<file path="src/rtl/spc_pkg.sv">
// rtl/spc_pkg.sv - shared SPC700 RAM arbiter types and width constants
package spc_pkg;

  localparam int SPC_ADDR_WIDTH = 16;
  localparam int SPC_DATA_WIDTH = 8;

  typedef enum logic [1:0] {
    IDLE   = 2'd0,
    ACCESS = 2'd1,
    DONE   = 2'd2
  } arb_state_t;

  typedef enum logic {
    REQ_DSP = 1'b0,
    REQ_CPU = 1'b1
  } req_id_t;

endpackage

</file>
<file path="src/rtl/ram_arb_select.sv">
// rtl/ram_arb_select.sv - DSP-priority grant decision with CPU starvation guard
module ram_arb_select
  import spc_pkg::*;
#(
  parameter int MAX_DSP_STREAK = 4,
  parameter int STREAK_WIDTH   = $clog2(MAX_DSP_STREAK + 1)
) (
  input  logic                    dsp_req,
  input  logic                    cpu_req,
  input  logic [STREAK_WIDTH-1:0] streak,
  output req_id_t                 grant_id,
  output logic                    grant_valid
);

  always_comb begin
    grant_valid = dsp_req | cpu_req;
    grant_id    = REQ_DSP;
    // The CPU wins outright when alone, or once the DSP has used up its streak.
    if (cpu_req && (!dsp_req || streak == STREAK_WIDTH'(MAX_DSP_STREAK))) begin
      grant_id = REQ_CPU;
    end
  end

endmodule

</file>
<file path="src/rtl/ram_arbiter.sv">
// rtl/ram_arbiter.sv - two-requester (DSP/CPU) arbiter for the shared SPC700 RAM
module ram_arbiter
  import spc_pkg::*;
#(
  parameter int ADDR_WIDTH     = SPC_ADDR_WIDTH,
  parameter int DATA_WIDTH     = SPC_DATA_WIDTH,
  parameter int MAX_DSP_STREAK = 4
) (
  input  logic                  clock,
  input  logic                  reset,
  input  logic                  dsp_req,
  input  logic                  dsp_we,
  input  logic [ADDR_WIDTH-1:0] dsp_address,
  input  logic [DATA_WIDTH-1:0] dsp_wdata,
  output logic                  dsp_ack,
  output logic [DATA_WIDTH-1:0] dsp_rdata,
  input  logic                  cpu_req,
  input  logic                  cpu_we,
  input  logic [ADDR_WIDTH-1:0] cpu_address,
  input  logic [DATA_WIDTH-1:0] cpu_wdata,
  output logic                  cpu_ack,
  output logic [DATA_WIDTH-1:0] cpu_rdata,
  output logic [ADDR_WIDTH-1:0] ram_address,
  output logic [DATA_WIDTH-1:0] ram_wdata,
  output logic                  ram_write_enable,
  input  logic [DATA_WIDTH-1:0] ram_rdata,
  output logic                  busy
);

  localparam int STREAK_WIDTH = $clog2(MAX_DSP_STREAK + 1);

  arb_state_t              state;
  req_id_t                 lat_id;
  logic                    lat_we;
  logic [STREAK_WIDTH-1:0] streak;

  req_id_t                 grant_id;
  logic                    grant_valid;
  logic                    sel_we;
  logic [ADDR_WIDTH-1:0]   sel_address;
  logic [DATA_WIDTH-1:0]   sel_wdata;

  ram_arb_select #(
    .MAX_DSP_STREAK(MAX_DSP_STREAK),
    .STREAK_WIDTH  (STREAK_WIDTH)
  ) u_select (
    .dsp_req    (dsp_req),
    .cpu_req    (cpu_req),
    .streak     (streak),
    .grant_id   (grant_id),
    .grant_valid(grant_valid)
  );

  always_comb begin
    sel_we      = dsp_we;
    sel_address = dsp_address;
    sel_wdata   = dsp_wdata;
    if (grant_id == REQ_CPU) begin
      sel_we      = cpu_we;
      sel_address = cpu_address;
      sel_wdata   = cpu_wdata;
    end
  end

  assign busy = (state != IDLE);

  always_ff @(posedge clock) begin
    if (reset) begin
      state            <= IDLE;
      lat_id           <= REQ_DSP;
      lat_we           <= 1'b0;
      streak           <= '0;
      dsp_ack          <= 1'b0;
      cpu_ack          <= 1'b0;
      dsp_rdata        <= '0;
      cpu_rdata        <= '0;
      ram_address      <= '0;
      ram_wdata        <= '0;
      ram_write_enable <= 1'b0;
    end else begin
      unique case (state)
        IDLE: begin
          if (grant_valid) begin
            // ram_address/ram_wdata double as the latched request fields.
            lat_id           <= grant_id;
            lat_we           <= sel_we;
            ram_address      <= sel_address;
            ram_wdata        <= sel_wdata;
            ram_write_enable <= sel_we;
            state            <= ACCESS;
            if (!cpu_req || grant_id == REQ_CPU) begin
              streak <= '0;
            end else begin
              streak <= streak + STREAK_WIDTH'(1);
            end
          end
        end
        ACCESS: begin
          ram_write_enable <= 1'b0;
          state            <= DONE;
          if (lat_id == REQ_DSP) begin
            dsp_ack <= 1'b1;
            if (!lat_we) dsp_rdata <= ram_rdata;
          end else begin
            cpu_ack <= 1'b1;
            if (!lat_we) cpu_rdata <= ram_rdata;
          end
        end
        DONE: begin
          dsp_ack <= 1'b0;
          cpu_ack <= 1'b0;
          state   <= IDLE;
        end
        default: state <= IDLE;
      endcase
    end
  end

endmodule

</file>
<file path="config.mk">
export PLATFORM = sky130hd
export DESIGN_NAME = ram_arbiter
export DESIGN_NICKNAME = d
export VERILOG_FILES = /design/src/rtl/spc_pkg.sv /design/src/rtl/ram_arb_select.sv /design/src/rtl/ram_arbiter.sv
export SDC_FILE = /design/constraint.sdc
export NUM_CORES = 1
export LEC_CHECK = 0
export CAP_MARGIN = 20
export CORE_MARGIN = 10
export CORE_UTILIZATION = 40
export CTS_CLUSTER_SIZE = 30
export DETAILED_ROUTE_END_ITERATION = 10
export PLACE_DENSITY_LB_ADDON = 0.1
export SLEW_MARGIN = 10
export SYNTH_ARGS = -nofsm -noshare
export SYNTH_HDL_FRONTEND = slang
export SYNTH_HIERARCHICAL = 1
export SYNTH_SLANG_ARGS = --single-unit
</file>
<file path="constraint.sdc">
create_clock -name clock -period 1.9 [get_ports clock]
set_input_delay 0.38 -clock clock [delete_from_list [all_inputs] [get_ports clock]]
set_output_delay 0.38 -clock clock [all_outputs]
set_load 0.005 [all_outputs]
</file>
==> flow_metrics.tcl <==
set metrics [dict create \
    synth_top_family_by_area "compound AO/OA/AOI/OAI gates" \
    crit_buf_inv 1 \
    yosys_register_bits 50 \
    cp_max_fo 10 \
    place_congestion 0.747 \
    via_per_inst 4.77 \
    power_leakage_nw 1.26 \
    grt_overflow_total 0 \
    hold_depth 2 \
    syn_nets 283 \
    fmax_ghz 0.558 \
    hpwl_um 4530 \
    min_path_type "primary input to register" \
    placed_area_mm2 0.00337 \
    drt-pass1-iter-count 4 \
    core-area_mm2 0.00517 \
    worst-path-stages 2 \
    cts_root_buffer "clkbuf_8" \
    avgRoutedWirePerCell_um 14.7 \
    rsz0062_at_grt "no" \
    yosys.cell_types.count 28 \
    cts_resized 0 \
    muxShareOfSynthArea 0.153 \
    slew_viol_final 0 \
    cellPowerDensity_mw_per_mm2 713 \
    clkTransAtPathRegs_ns 0.10 \
    end_kind "output port" \
    synth-edff-count 0 \
    finish.instance_area_mm2 0.00347 \
    syn2layout_area_growth_pct 60.1 \
    grt_max_degree 46 \
    synth_adder_area_share 0.00578 \
    seq_area_frac_synth 0.462 \
    cp.required_ns 1.52 \
    syn_area_mm2 0.00217 \
    cts_setup_buffers 0 \
    maxCapViolations 0 \
    grt_pass1_wl_um 9290 \
    start_util 0.419 \
    clock-sinks 50 \
    crit_slowest_cell "clkdlybuf4s50_1" \
    pin_count 106 \
    rows 26 \
    tightest_slew_ns 0.498 \
    status "complete, no violations" \
    die_area_mm2 0.00876 \
    synth-simple-area-share 0.159 \
    setup_viol 0 \
    ir_drop_mv 0.446 \
    dp_worst_setup_slack_ns -0.0893 \
    async_flop_share 0 \
    cts_buffer_depth 2 \
    first_global_vias 1922 \
    synth-xor-area-share 0 \
    worstSetupStartpointType "register" \
    crit_family "buffers and inverters" \
    ys_warn_count 6 \
    chipHeight_um 93.6 \
    synth_compound_area_frac 0.163 \
    syn_inst 220 \
    cp_cell_sequence "or2_2 > clkdlybuf4s50_1" \
    final_nets 387 \
    worst_slack_ns 0.109 \
    antenna-diode-count 0 \
    drtAntennaViolNets 0 \
    via_count 1883 \
    reg2reg_depth 4 \
    ys.flop_type "dfxtp_1" \
    antenna_found_initial 0 \
    fin_crit_sh 0.943 \
    worstSetupPathType "register to output port" \
    die_w_um 93.6 \
    finalHoldViolations 0 \
    timing.hold.ws_ns 0.370 \
    clk_latency_ns 0.30 \
    numCtsBuffers 5 \
    finalPower_w 0.00247 \
    io_buffer_count 105 \
    drc_errors 0 \
    wirelength_um 5790 \
    hold_buffers 0 \
    max_slew_margin 0.667 \
    drt_iter0_drc 38 \
    htree_num_levels 2 \
    max_stage_delay_ns 0.45 \
    layout-drive-gt1-share 0.117 \
    fin_skew_ns 0.0112 \
    cts_tree "done" \
    syn-mean-instance-area_um2 9.84 \
    grtUsageTotal 0.132 \
    fin_setup_tns_ns 0 \
    worstPathArrival_ns 1.41 \
    finalCriticalPeriod_ns 1.79 \
]
[synth_stat cells, types with 2 or more instances]
cell type  instances  area [µm²]
a211oi_1          16         120
a211oi_2          10         125
a21oi_1           14        70.1
a2bb2oi_1          2        17.5
buf_2              5        25.0
buf_4              5        37.5
buf_6              3        33.8
clkbuf_1           6        22.5
dfxtp_1           50        1000
mux2i_1           33         330
nand2_1           21        78.8
nand2b_1           2        12.5
nor2_1            37         139
or2_2              2        12.5
[cell families after synthesis]
group	count (synthesis)
flip-flops	50
multiplexers	33
AND/OR/NAND/NOR	72
adder cells (fa/ha/maj)	1
AO/OA/AOI/OAI	44
buffers and inverters	20
[report_power, final]
group / internal (W) / switching (W) / leakage (nW)
Sequential: 0.00113 / 0.0000507 / 0.412
Combinational: 0.000389 / 0.000238 / 0.804
Clock: 0.000300 / 0.000361 / 0.0478
Total: 0.00182 / 0.000649 / 1.26
[area by class of cell]
| type | count | area [µm²] |
|---|---|---|
| timing repair buffer | 116 | 1220 |
| clock inverter | 2 | 16.3 |
| multi-input combinational | 150 | 1060 |
| fill | 446 | 1700 |
| inverter | 1 | 3.75 |
| clock buffer | 6 | 82.6 |
| tap | 70 | 87.6 |
| sequential | 50 | 1000 |
[flip-flops by register name, indices dropped and copies added (netlist names)]
name,count
cpu_rdata,8
cpu_ack,1
ram_write_enable,1
dsp_ack,1
ram_address,16
state,2
ram_wdata,8
streak,3
lat_we,1
lat_id,1
dsp_rdata,8
[layout by cell type, fill, tap and decap left out]
cell and instances:
mux2i_1 33, nor2b_1 1, clkinvlp_4 1, nor3b_4 1
nand3b_1 1, inv_1 1, o32ai_4 1, inv_6 1
clkdlybuf4s50_1 104, nand4b_1 1, nand2_1 21, nand2b_1 2
buf_12 7, nor3b_1 1, a2bb2oi_1 2, or3b_2 1
clkbuf_8 6, buf_2 1, and4bb_2 1, o21ai_1 1
dfxtp_2 1, buf_4 4, a21oi_1 14, or4b_1 1
a211oi_2 10, a211oi_1 16, dfxtp_1 49, or2_2 2
nand3_1 1, nor2_1 37, nor4b_4 1, ha_1 1
[metrics by stage]
step,utilization,std cells
2_1_floorplan,-,220
3_3_place_gp,0.651,387
3_5_place_dp,0.651,387
4_1_cts,0.670,395
5_1_grt,0.671,395
6_report,0.671,395
[worst paths after layout]
path,start,end,slack (ns)
hold reg to reg,dsp_rdata[1]$_SDFFE_PP0P_,dsp_rdata[1]$_SDFFE_PP0P_,0.46
setup / recovery,state[0]$_SDFFE_PP0P_,busy,0.11
setup reg to reg,state[1]$_SDFFE_PP0P_,dsp_rdata[5]$_SDFFE_PP0P_,0.46
hold / removal,reset,ram_address[11]$_SDFFE_PP0P_,0.37
[routing by layer]
metal / global-route usage / share of wire / vias to the layer above / wire length (µm)
li1: - / - / 977 / -
met1: 0.141 / 0.39 / 836 / 2270
met2: 0.213 / 0.47 / 66 / 2740
met3: 0.0823 / 0.13 / 4 / 745
met4: 0.0342 / 0.0066 / 0 / 38
met5: 0 / 0 / - / 0
No activity file was read; power rests on OpenSTA's default activity.
==> variant, RTL diff (same settings) <==
`MAX_DSP_STREAK` is set to 4 in 2 places; all go to 2.
--- a/src/rtl/ram_arb_select.sv
+++ b/src/rtl/ram_arb_select.sv
@@ -3,5 +3,5 @@
   import spc_pkg::*;
 #(
-  parameter int MAX_DSP_STREAK = 4,
+  parameter int MAX_DSP_STREAK = 2,
   parameter int STREAK_WIDTH   = $clog2(MAX_DSP_STREAK + 1)
 ) (
--- a/src/rtl/ram_arbiter.sv
+++ b/src/rtl/ram_arbiter.sv
@@ -5,5 +5,5 @@
   parameter int ADDR_WIDTH     = SPC_ADDR_WIDTH,
   parameter int DATA_WIDTH     = SPC_DATA_WIDTH,
-  parameter int MAX_DSP_STREAK = 4
+  parameter int MAX_DSP_STREAK = 2
 ) (
   input  logic                  clock,
Behaviour: not the same (a bounded check fails within 10 cycles, from zero or initial values and one cycle with reset high).
==> variant against the original RTL <==
- setup slack worse by 0.0066 ns
- wire length increased by 3.5%
- area after synthesis unchanged
- combinational power rose by 1%
- power decreased by 0.86%
- register-to-register slack worse by 0.03 ns
- sequential cell count is 1 lower
- cell area is 1.9% lower
==> variant: results (changes against the original RTL) <==
| Metric | Value |
|---|---|
| First-pass iteration count of the detailed router | 4 (unchanged) |
| Global placement routability congestion | 0.7108 (-4.8%) |
| Critical R2R Capture | ram_wdata[0] |
| Peak supply drop | 0.0004608 V (+3.2%) |
| Cell variety after synth | 26 (-7.1%) |
| Adder-cell share of the synthesized area | 0 (-0.005777) |
| Top Metal Used | met4 |
| Starting DRT DRC Count | 87 (+130%) |
| Worst Min Path Start | dsp_rdata[5] |
| Layout filler cell count | 434 (-2.7%) |
| Post-synthesis xor/xnor area fraction | 0 (unchanged) |
| Reg2reg start | streak[0] |
| Worst Hold Class | reg2reg |
| Top post-synthesis cells by area | dfxtp_1 45%, mux2i_1 15%, a211oi_2 13% |
| Synth cell count leaders | 49 x dfxtp_1, 37 x nor2_1, 32 x mux2i_1, 22 x a211oi_2, 22 x nand2_1 |
| Met3 routed WL | 525 um (-30%) |
| Minimum clock period after layout | 1.798 ns (+0.006615 ns) |
| Htree depth | 2 (unchanged) |
| Vias in the first global route | 1831 (-4.7%) |
| Antenna violations before repair | 0 (unchanged) |
| Clk pin slew, worst setup/hold paths | 0.09 ns |
| Least-Margin Pin Slew | 0.2911 ns (-0.2064 ns) |
| Top delay family on crit path | buffers and inverters |
| Crit. Startpoint | state[0] |
| Leak pwr | 0.001234 uW (-2.3%) |
| First-pass GRT wire length | 9480 um (+2.1%) |
| Mux cell area share after synthesis | 0.1531 (+0.0005777) |
| Vias per cell | 4.720 (-0.99%) |
| Final WL | 5992 um (+3.5%) |
| Worst Skew | 0.009753 ns (-0.001413 ns) |
| WHS | 0.4568 ns (+0.08684 ns) |
| Number of CTS-inserted buffers | 5 (unchanged) |
| Post-synth ARST share | 0 (unchanged) |
| Layout cell share with drive strength beyond 1 | 0.1505 (+0.03355) |
| R2r worst-path depth | 5 (+1) |
| Worst reg2reg setup slack | 0.43 ns (-0.03 ns) |
| Met2 WL post-DR | 2908 um (+6.1%) |
| Post-synthesis net count | 276 (-2.5%) |
| Synth Area in Compound Gates | 0.1826 (+0.01906) |
| Power Density | 720.5 nW/um^2 (+1.1%) |
| Largest net degree at the start of global routing | 50 (+8.7%) |
| Worst Path Max Fanout | 11 (+1) |
| Overall routing resource usage | 0.1328 (+0.001241) |
| Post-Place Worst Slack | -0.05159 ns (+0.03768 ns) |
| Max Root-Sink Buffers | 2 (unchanged) |
| CP arrival | 1.42 ns |
| Nets | 380 (-1.8%) |
| Outcome | complete, no violations |
| Hold EP | dsp_rdata[5] |
| Largest register by flop count | ram_address |
| Wl on met1 | 2533 um (+12%) |
| DP HPWL | 4706 um (+3.9%) |
| Share of the yosys chip area belonging to registers | 0.4529 (-0.009243) |
| Clk Latency, worst-skew pair | 0.29 ns |
variant: layout make-up:
class / instances / area, sq um / share of cell area
well taps: 70 / 87.58 / 0.02575
flip-flops and latches: 49 / 982.2 / 0.2888
clock buffers: 7 / 96.34 / 0.02833
multi-input cells: 148 / 1079 / 0.3171
repair buffers: 114 / 1151 / 0.3385
clock inverters: 1 / 5.005 / 0.001472
variant: per-stage QoR:
stage / total power [uW] / instance area (sq um) / util / std cells
2_1_floorplan: 1482 / 2166 / - / 214
3_3_place_gp: 1812 / 3298 / 0.6376 / 381
3_5_place_dp: 1825 / 3298 / 0.6376 / 381
4_1_cts: 2478 / 3400 / 0.6572 / 389
5_1_grt: 2588 / 3401 / 0.6575 / 389
6_report: 2450 / 3401 / 0.6575 / 389
variant: power breakdown:
group          internal (uW)  switching, uW
clock network            330            330
registers               1110           45.7
logic                    382            252
variant: metal layers:
metal / track usage / vias to the layer above
li1: - / 950
met1: 0.1581 / 827
met2: 0.2227 / 57
met3: 0.04796 / 2
met4: 0.03038 / 0
met5: 0 / -
